==> config.mk <==
export PLATFORM = sky130hd
export DESIGN_NAME = reg_bank_arbiter
export DESIGN_NICKNAME = d
export VERILOG_FILES = /design/src/rtl/reg_bank_arbiter.sv
export SDC_FILE = /design/constraint.sdc
export NUM_CORES = 1
export LEC_CHECK = 0
export CAP_MARGIN = 20
export CORE_MARGIN = 2
export CORE_UTILIZATION = 51
export CTS_CLUSTER_DIAMETER = 60
export DETAILED_ROUTE_END_ITERATION = 16
export GPL_ROUTABILITY_DRIVEN = 0
export PLACE_DENSITY = 0.84
export REMOVE_ABC_BUFFERS = 1
export SLEW_MARGIN = 20
export SYNTH_ARGS = -nofsm -noshare
export SYNTH_HDL_FRONTEND = slang
export SYNTH_SLANG_ARGS = --single-unit
==> constraint.sdc <==
create_clock -name clock -period 2.97 [get_ports clock]
set_input_delay 0.4455 -clock clock [delete_from_list [all_inputs] [get_ports clock]]
set_output_delay 0.4455 -clock clock [all_outputs]
set_load 0.005 [all_outputs]
==> src/rtl/reg_bank_arbiter.sv <==
// Round-robin arbiter for four requesters sharing a bank of 2^ADDR_W registers.
// The granted requester reads or writes one register per cycle, for at most MAX_HOLD accesses per grant.
module reg_bank_arbiter #(
  parameter int unsigned WIDTH    = 8,
  parameter int unsigned ADDR_W   = 2,
  parameter int unsigned MAX_HOLD = 4
) (
  input  logic                  clock,
  input  logic                  reset,
  input  logic [3:0]            req,
  input  logic [3:0]            wr,
  input  logic [4*ADDR_W-1:0]   addr,
  input  logic [4*WIDTH-1:0]    wdata,
  output logic [3:0]            gnt,
  output logic                  busy,
  output logic [WIDTH-1:0]      rdata,
  output logic                  rvalid
);

  localparam int unsigned NREQ   = 4;
  localparam int unsigned NREG   = 1 << ADDR_W;
  localparam int unsigned HOLD_W = $clog2(MAX_HOLD + 1);

  typedef enum logic {ST_IDLE, ST_OWNED} state_t;

  state_t              r_state, w_state_nxt;
  logic [1:0]          r_owner, w_owner_nxt;
  logic [1:0]          r_ptr, w_ptr_nxt;
  logic [HOLD_W-1:0]   r_hold, w_hold_nxt, w_hold_inc;
  logic [3:0]          r_gnt, w_gnt_nxt;
  logic                r_busy;
  logic [WIDTH-1:0]    r_rdata;
  logic                r_rvalid;
  logic [WIDTH-1:0]    r_bank [NREG];

  logic [ADDR_W-1:0]   w_addr_a  [NREQ];
  logic [WIDTH-1:0]    w_wdata_a [NREQ];
  logic [ADDR_W-1:0]   w_acc_addr;
  logic [WIDTH-1:0]    w_acc_wdata;
  logic                w_acc, w_acc_wr, w_rel_a, w_rel_b;
  logic [3:0]          w_mask;
  logic [2:0]          w_pick;

  // First set bit of i_mask scanning from i_start upward (mod 4); bit 2 of the result flags a hit.
  function automatic logic [2:0] f_pick(input logic [3:0] i_mask, input logic [1:0] i_start);
    logic [2:0] v_res;
    logic [1:0] v_idx;
    v_res = '0;
    for (int k = 3; k >= 0; k--) begin
      v_idx = i_start + 2'(k);
      if (i_mask[v_idx]) v_res = {1'b1, v_idx};
    end
    return v_res;
  endfunction

  always_comb begin
    for (int i = 0; i < NREQ; i++) begin
      w_addr_a[i]  = addr[i*ADDR_W +: ADDR_W];
      w_wdata_a[i] = wdata[i*WIDTH +: WIDTH];
    end
  end

  assign w_acc_addr  = w_addr_a[r_owner];
  assign w_acc_wdata = w_wdata_a[r_owner];
  assign w_acc_wr    = wr[r_owner];
  assign w_hold_inc  = r_hold + HOLD_W'(1);

  // Next-state: grant from IDLE, count accesses while OWNED, re-arbitrate on release.
  always_comb begin
    w_state_nxt = r_state;
    w_owner_nxt = r_owner;
    w_ptr_nxt   = r_ptr;
    w_hold_nxt  = r_hold;
    w_gnt_nxt   = r_gnt;
    w_mask      = '0;
    w_pick      = '0;
    w_acc       = 1'b0;
    w_rel_a     = 1'b0;
    w_rel_b     = 1'b0;
    case (r_state)
      ST_IDLE: begin
        w_pick = f_pick(req, r_ptr);
        if (w_pick[2]) begin
          w_state_nxt = ST_OWNED;
          w_owner_nxt = w_pick[1:0];
          w_hold_nxt  = '0;
          w_gnt_nxt   = 4'(1) << w_pick[1:0];
        end else begin
          w_gnt_nxt   = '0;
        end
      end
      ST_OWNED: begin
        w_acc   = req[r_owner];
        w_rel_a = !req[r_owner];
        w_rel_b = w_acc && (w_hold_inc == HOLD_W'(MAX_HOLD));
        if (w_acc) w_hold_nxt = w_hold_inc;
        if (w_rel_a || w_rel_b) begin
          w_ptr_nxt = r_owner + 2'd1;
          // A dropping owner may not win; an exhausted owner may be re-granted without a gap.
          w_mask    = w_rel_a ? (req & ~(4'(1) << r_owner)) : req;
          w_pick    = f_pick(w_mask, w_ptr_nxt);
          w_hold_nxt = '0;
          if (w_pick[2]) begin
            w_owner_nxt = w_pick[1:0];
            w_gnt_nxt   = 4'(1) << w_pick[1:0];
          end else begin
            w_state_nxt = ST_IDLE;
            w_gnt_nxt   = '0;
          end
        end
      end
      default: begin
        w_state_nxt = ST_IDLE;
        w_gnt_nxt   = '0;
      end
    endcase
  end

  always_ff @(posedge clock) begin
    if (reset) begin
      r_state  <= ST_IDLE;
      r_owner  <= '0;
      r_ptr    <= '0;
      r_hold   <= '0;
      r_gnt    <= '0;
      r_busy   <= 1'b0;
      r_rdata  <= '0;
      r_rvalid <= 1'b0;
      r_bank   <= '{default: '0};
    end else begin
      r_state  <= w_state_nxt;
      r_owner  <= w_owner_nxt;
      r_ptr    <= w_ptr_nxt;
      r_hold   <= w_hold_nxt;
      r_gnt    <= w_gnt_nxt;
      r_busy   <= |w_gnt_nxt;
      r_rvalid <= w_acc && !w_acc_wr;
      if (w_acc && w_acc_wr)  r_bank[w_acc_addr] <= w_acc_wdata;
      if (w_acc && !w_acc_wr) r_rdata <= r_bank[w_acc_addr];
    end
  end

  assign gnt    = r_gnt;
  assign busy   = r_busy;
  assign rdata  = r_rdata;
  assign rvalid = r_rvalid;

endmodule
* After elaboration in Yosys (flattened, before gate mapping)
Index checks and enable logic that the tools add are counted.
** Operators by class
- $add $sub $neg :: 8
- Multiply operators :: 0
- Divide/modulo/power cells :: 0
- $lt $le $gt $ge :: 12
- Eq/ne operators :: 5
- Shifts and indexed selects :: 3
- Muxes and demuxes :: 61
- Bitwise operators :: 5
- Reductions and logical operators :: 11
** Operators by type and width (number)
- 3-bit 2-to-1 mux :: 14
- 8-bit 2-to-1 mux :: 5
- 8-bit binary-select mux with 2-bit select :: 2
- 32-bit bitwise mux :: 1
- 2-bit by 3-bit < comparator with 1-bit output, second input constant :: 9
- 1-bit binary-select mux with 2-bit select :: 10
- 8-bit demux with 2-bit select :: 1
- 4-bit 2-to-1 mux :: 4
- 1-bit 2-to-1 mux :: 14
- 1-bit by 2-bit left shift with 4-bit output, first input constant :: 3
- 2-bit 2-to-1 mux :: 5
- 2-bit adder, second input constant :: 4
- 4-bit one-hot mux with 2 select lines :: 1
- 2-bit by 1-bit adder with 2-bit output, second input constant :: 3
- 3-bit >= comparator, second input constant :: 2
- 2-bit NOT with 3-bit output :: 2
- 3-bit one-hot mux with 2 select lines :: 1
- 4-bit bitwise AND :: 1
- 2-bit binary-select mux with 2-bit select :: 1
- 1-bit logical AND :: 4
- 2-bit by 1-bit != test with 1-bit output, second input constant :: 2
- 4-bit NOT :: 1
- 2-bit one-hot mux with 2 select lines :: 1
- 2-bit AND reduction :: 2
- 11 further kinds :: 12
** Word-level totals
- Bits in registers :: 54
- Bits in latches :: 0
- RAM bits :: 0
- Memory bits (read-only) :: 0
- Output and inout port bits :: 14
- Word-level logic and storage cells :: 117
- Memories kept :: 0

* Longest topological paths before layout
- Depth after elaboration :: 17
- Gate-level depth with buffers :: 9
- Depth with buffers taken out :: 8

* Least setup slack after synthesis
No wires, ideal clock.
- Path kind :: reg2reg
- Start :: register r_owner[0]
- End :: register r_owner[0]
- Setup time :: 0.091 ns
- Data arrival time :: 2.033 ns
- Required time :: 2.879 ns
- Setup slack :: 0.846 ns
- Cell stages (with the launch flop) :: 10
- Path buffers :: 1
- Period minus slack after synthesis :: 2.124 ns
- Cells stage by stage :: dfxtp_1 buf_6 inv_1 ha_1 nor3b_1 o32a_1 nor3_1 o2bb2ai_1 o21ai_1 a311oi_1
** On the way
- Longest elaborated chain between the ends :: 15
- Elaborated cells on any way between the ends :: 33
- Classes of those cells :: 4 x add/sub; 2 x eq/ne; 1 x shift; 20 x mux; 2 x bitwise; 4 x reduce/logical
** RTL lines
- from (decl) :: RTL line 27 : logic [1:0] r_owner, w_owner_nxt;
- from (signal assigned) :: RTL line 132 : r_owner <= w_owner_nxt;
- parallel branches: the longest is 15 deep, another holds 2-bit by 1-bit adder with 2-bit output
Several ways; the timed one is not identified. The select of a mux whose other input is x is not followed.
A chain may end at the register's enable or synchronous reset.

* Final worst setup path
- Start :: register r_owner[0]
- End :: register r_gnt[0] (netlist: gnt[0])
** On the way
- Longest elaborated chain between the ends :: 16
- Elaborated cells on any way between the ends :: 31
- Classes of those cells :: 4 x add/sub; 2 x shift; 20 x mux; 2 x bitwise; 3 x reduce/logical
** RTL lines
- parallel branches: the longest is 14 deep, another holds 2-bit by 1-bit adder with 2-bit output
- 4-bit 2-to-1 mux * :: RTL line 97 : if (w_rel_a || w_rel_b) begin
- 4-bit one-hot mux with 2 select lines * :: RTL line 80 : case (r_state)
- to (signal assigned) :: RTL line 135 : r_gnt <= w_gnt_nxt;
- to (decl) :: RTL line 30 : logic [3:0] r_gnt, w_gnt_nxt;
Mark *: on every way between the ends. The select of a mux whose other input is x is not followed.

==> impl_metrics.tcl <==
set metrics [dict create \
    yosys_warnings 0 \
    wl_met3_microns 332 \
    antenna_found_initial 0 \
    cp_slowest_stage_delay_ns 0.68 \
    synth_seq_cells 54 \
    min_path_type "flop to flop" \
    grt_usage_pct 23.3 \
    required_ns 3.21 \
    cts_root_buffer "clkbuf_8" \
    min_period_over_period_pct 89.7 \
    layout-drive-gt1-share_pct 9.97 \
    path_cells "inv_1 > ha_1 > nor3b_1 > o32a_1 > o32ai_1 > a2bb2oi_1 > nand3_1 > a21oi_1" \
    rsz0062_at_grt "no" \
    vias 2443 \
    syn_area_per_cell_sq_um 10.4 \
    stdcell_area_sq_mm 0.00371 \
    layoutNonFillerInstCount 413 \
    synthTopCellsByArea "dfxtp_1 37%, mux2i_1 14%, mux4_2 8.5%, mux4_1 8.1%, nor2_1 7.1%" \
    start_util_pct 52.9 \
    cp_slowest_cell "dfxtp_1" \
    cts_hold_buf 0 \
    wl_met2_mm 3.52 \
    synth_top_cell_area_share_pct 37.1 \
    highest_layer "met4" \
    synth_cell_types 46 \
    regArea_sq_mm 0.00108 \
    slew_viol_final 0 \
    drt_first_pass_iters 4 \
    wl_per_cell_microns 16.6 \
    cts_buffers 5 \
    p_leak_nw 1.42 \
    synth_ff_type "dfxtp_1" \
    ys_seq_area_share_pct 37.1 \
    critPathKind "flop to flop" \
    drt-total-wl_mm 6.87 \
    die_w_microns 79.6 \
    synthToLayoutAreaGrowth_pct 27.2 \
    grt_pass1_vias 2422 \
    synth_edf_count 0 \
    cts-resized-gates 0 \
    fmax_ghz 0.376 \
    postPlaceCellArea_sq_mm 0.00359 \
    endpoint_kind "flop" \
    cts_tree "yes" \
    h-tree-depth 2 \
    hold_viol_final 0 \
    grt_max_degree 55 \
    core-area_sq_mm 0.00551 \
    n_antenna_cell 0 \
    ant_nets 0 \
    total_power_w 0.00179 \
    fillers 437 \
    grt_first_pass_wirelength_mm 11.5 \
    clkTransAtPathRegs_ns 0.10 \
    io_buffers 63 \
    insertion_delay_ns 0.32 \
    overflow 0 \
    yosysTopAreaCell "dfxtp_1" \
    die_y_microns 79.6 \
    critical_path.max_fanout 11 \
    slew_headroom_pct 57.3 \
    ioPinCount 64 \
    clockBufferDepth 2 \
    drc 0 \
    row_count 27 \
    post_cts_buffers 0 \
    worstMarginPinSlew_ns 0.634 \
    peakVddDrop_v 0.000263 \
    synthCells 281 \
    critPathArrivalTime_ns 2.90 \
    post-dp-hpwl_mm 5.06 \
    async_flop_share_pct 0 \
    finalSetupViolCount 0 \
    first_iter_violations 154 \
    design.die.area_sq_mm 0.00633 \
    placed_cells 405 \
    fin_nets 394 \
    multi_input_area_sq_mm 0.00169 \
    netlist_area_sq_mm 0.00291 \
    cts_sinks 54 \
    wl_met1_mm 2.88 \
    fin_worst_skew_ns 0.0124 \
    outcome "finished clean" \
    startpoint_type "flop" \
    fin_crit_ns 2.66 \
    powerDensity_mw_per_mm2 483 \
    vias_per_cell 5.92 \
    max-cap-violations 0 \
]
-- through the flow --
stage	worst slack, ns	util, %	hold slack (ns)	TNS (ns)
floorplan	-0.0432	-	0.451	-0.576
global placement	0.427	65.2	0.465	0
detailed placement	0.321	65.2	0.473	0
CTS	0.346	67.3	0.499	0
global route	0.159	67.3	0.526	0
finish	0.307	67.3	0.498	0
-- report_power, final --
group          switching (W)  internal [W]  total [W]  leakage (nW)
combinational       0.000235      0.000247   0.000483         0.927
clock               0.000258      0.000257   0.000515        0.0563
sequential         0.0000352      0.000757   0.000792         0.438
-- cell families (layout without fill, tap and decap cells) --
group                    Yosys count  count (layout)  synth area share [%]
flip-flops                        54              54                  37.1
buffers and inverters             29              89                  5.07
multiplexers                      63              63                  31.4
AO/OA/AOI/OAI                     46              46                  10.5
AND/OR/NAND/NOR                   84              84                  13.9
XOR/XNOR                           1               1                 0.301
adder cells (fa/ha/maj)            4               4                  1.72
-- metal layers --
layer | vias up | global-route usage (%)
li1 | 1150 | -
met1 | 1204 | 29.2
met2 | 75 | 40.2
met3 | 14 | 3.85
met4 | 0 | 8.62
met5 | - | 0
-- path summary, 6_finish.rpt --
check        cells past startpoint  slack (ns)                      end               startpoint
max                              8        0.31        gnt[0]$_SDFF_PP0_  r_owner[0]$_SDFFE_PP0P_
min                              2        0.50  r_bank[16]$_SDFFE_PP0P_  r_bank[16]$_SDFFE_PP0P_
max reg2reg                      8        0.31        gnt[0]$_SDFF_PP0_  r_owner[0]$_SDFFE_PP0P_
min reg2reg                      2        0.50  r_bank[16]$_SDFFE_PP0P_  r_bank[16]$_SDFFE_PP0P_
-- placed cells by master, fill, tap and decap left out, drive strengths merged, types with 9 or more instances in the layout --
cell / n
a21oi: 18
inv: 10
nor2: 55
mux4: 20
clkdlybuf4s50: 63
mux2i: 42
buf: 9
dfxtp: 54
-- critical path: cells and delay by family, from the launching register on --
kind / cells / cell delay, ns
buf+inv: 1 / 0.20
simple gates: 2 / 0.27
flops: 1 / 0.68
fa+ha+maj: 1 / 0.27
compound gates: 4 / 1.16
-- layout make-up --
type / count / share of cell area [%]
clock buffer: 5 / 1.86
clock inverter: 3 / 1.32
inverter: 9 / 0.912
multi-input combinational: 198 / 45.5
sequential: 54 / 29.2
tap: 72 / 2.43
timing repair buffer: 72 / 18.8
-- cells in the mapped netlist, types with 4 or more instances --
cell      number
a21o_1         4
a21oi_1       18
buf_2          4
clkbuf_1       9
dfxtp_1       54
ha_1           4
inv_1          9
mux2i_1       42
mux4_1         9
mux4_2        11
nand2_1        5
nor2_1        55
nor3b_1        5
o21ai_0        4
-- flip-flops by register name, summed over array words and instances, names as in the netlist --
signal / count
r_owner: 2
rvalid: 1
r_state: 1
rdata: 8
busy: 1
r_hold: 3
r_ptr: 2
r_bank: 32
gnt: 4
(Power assumes the default switching activity.)
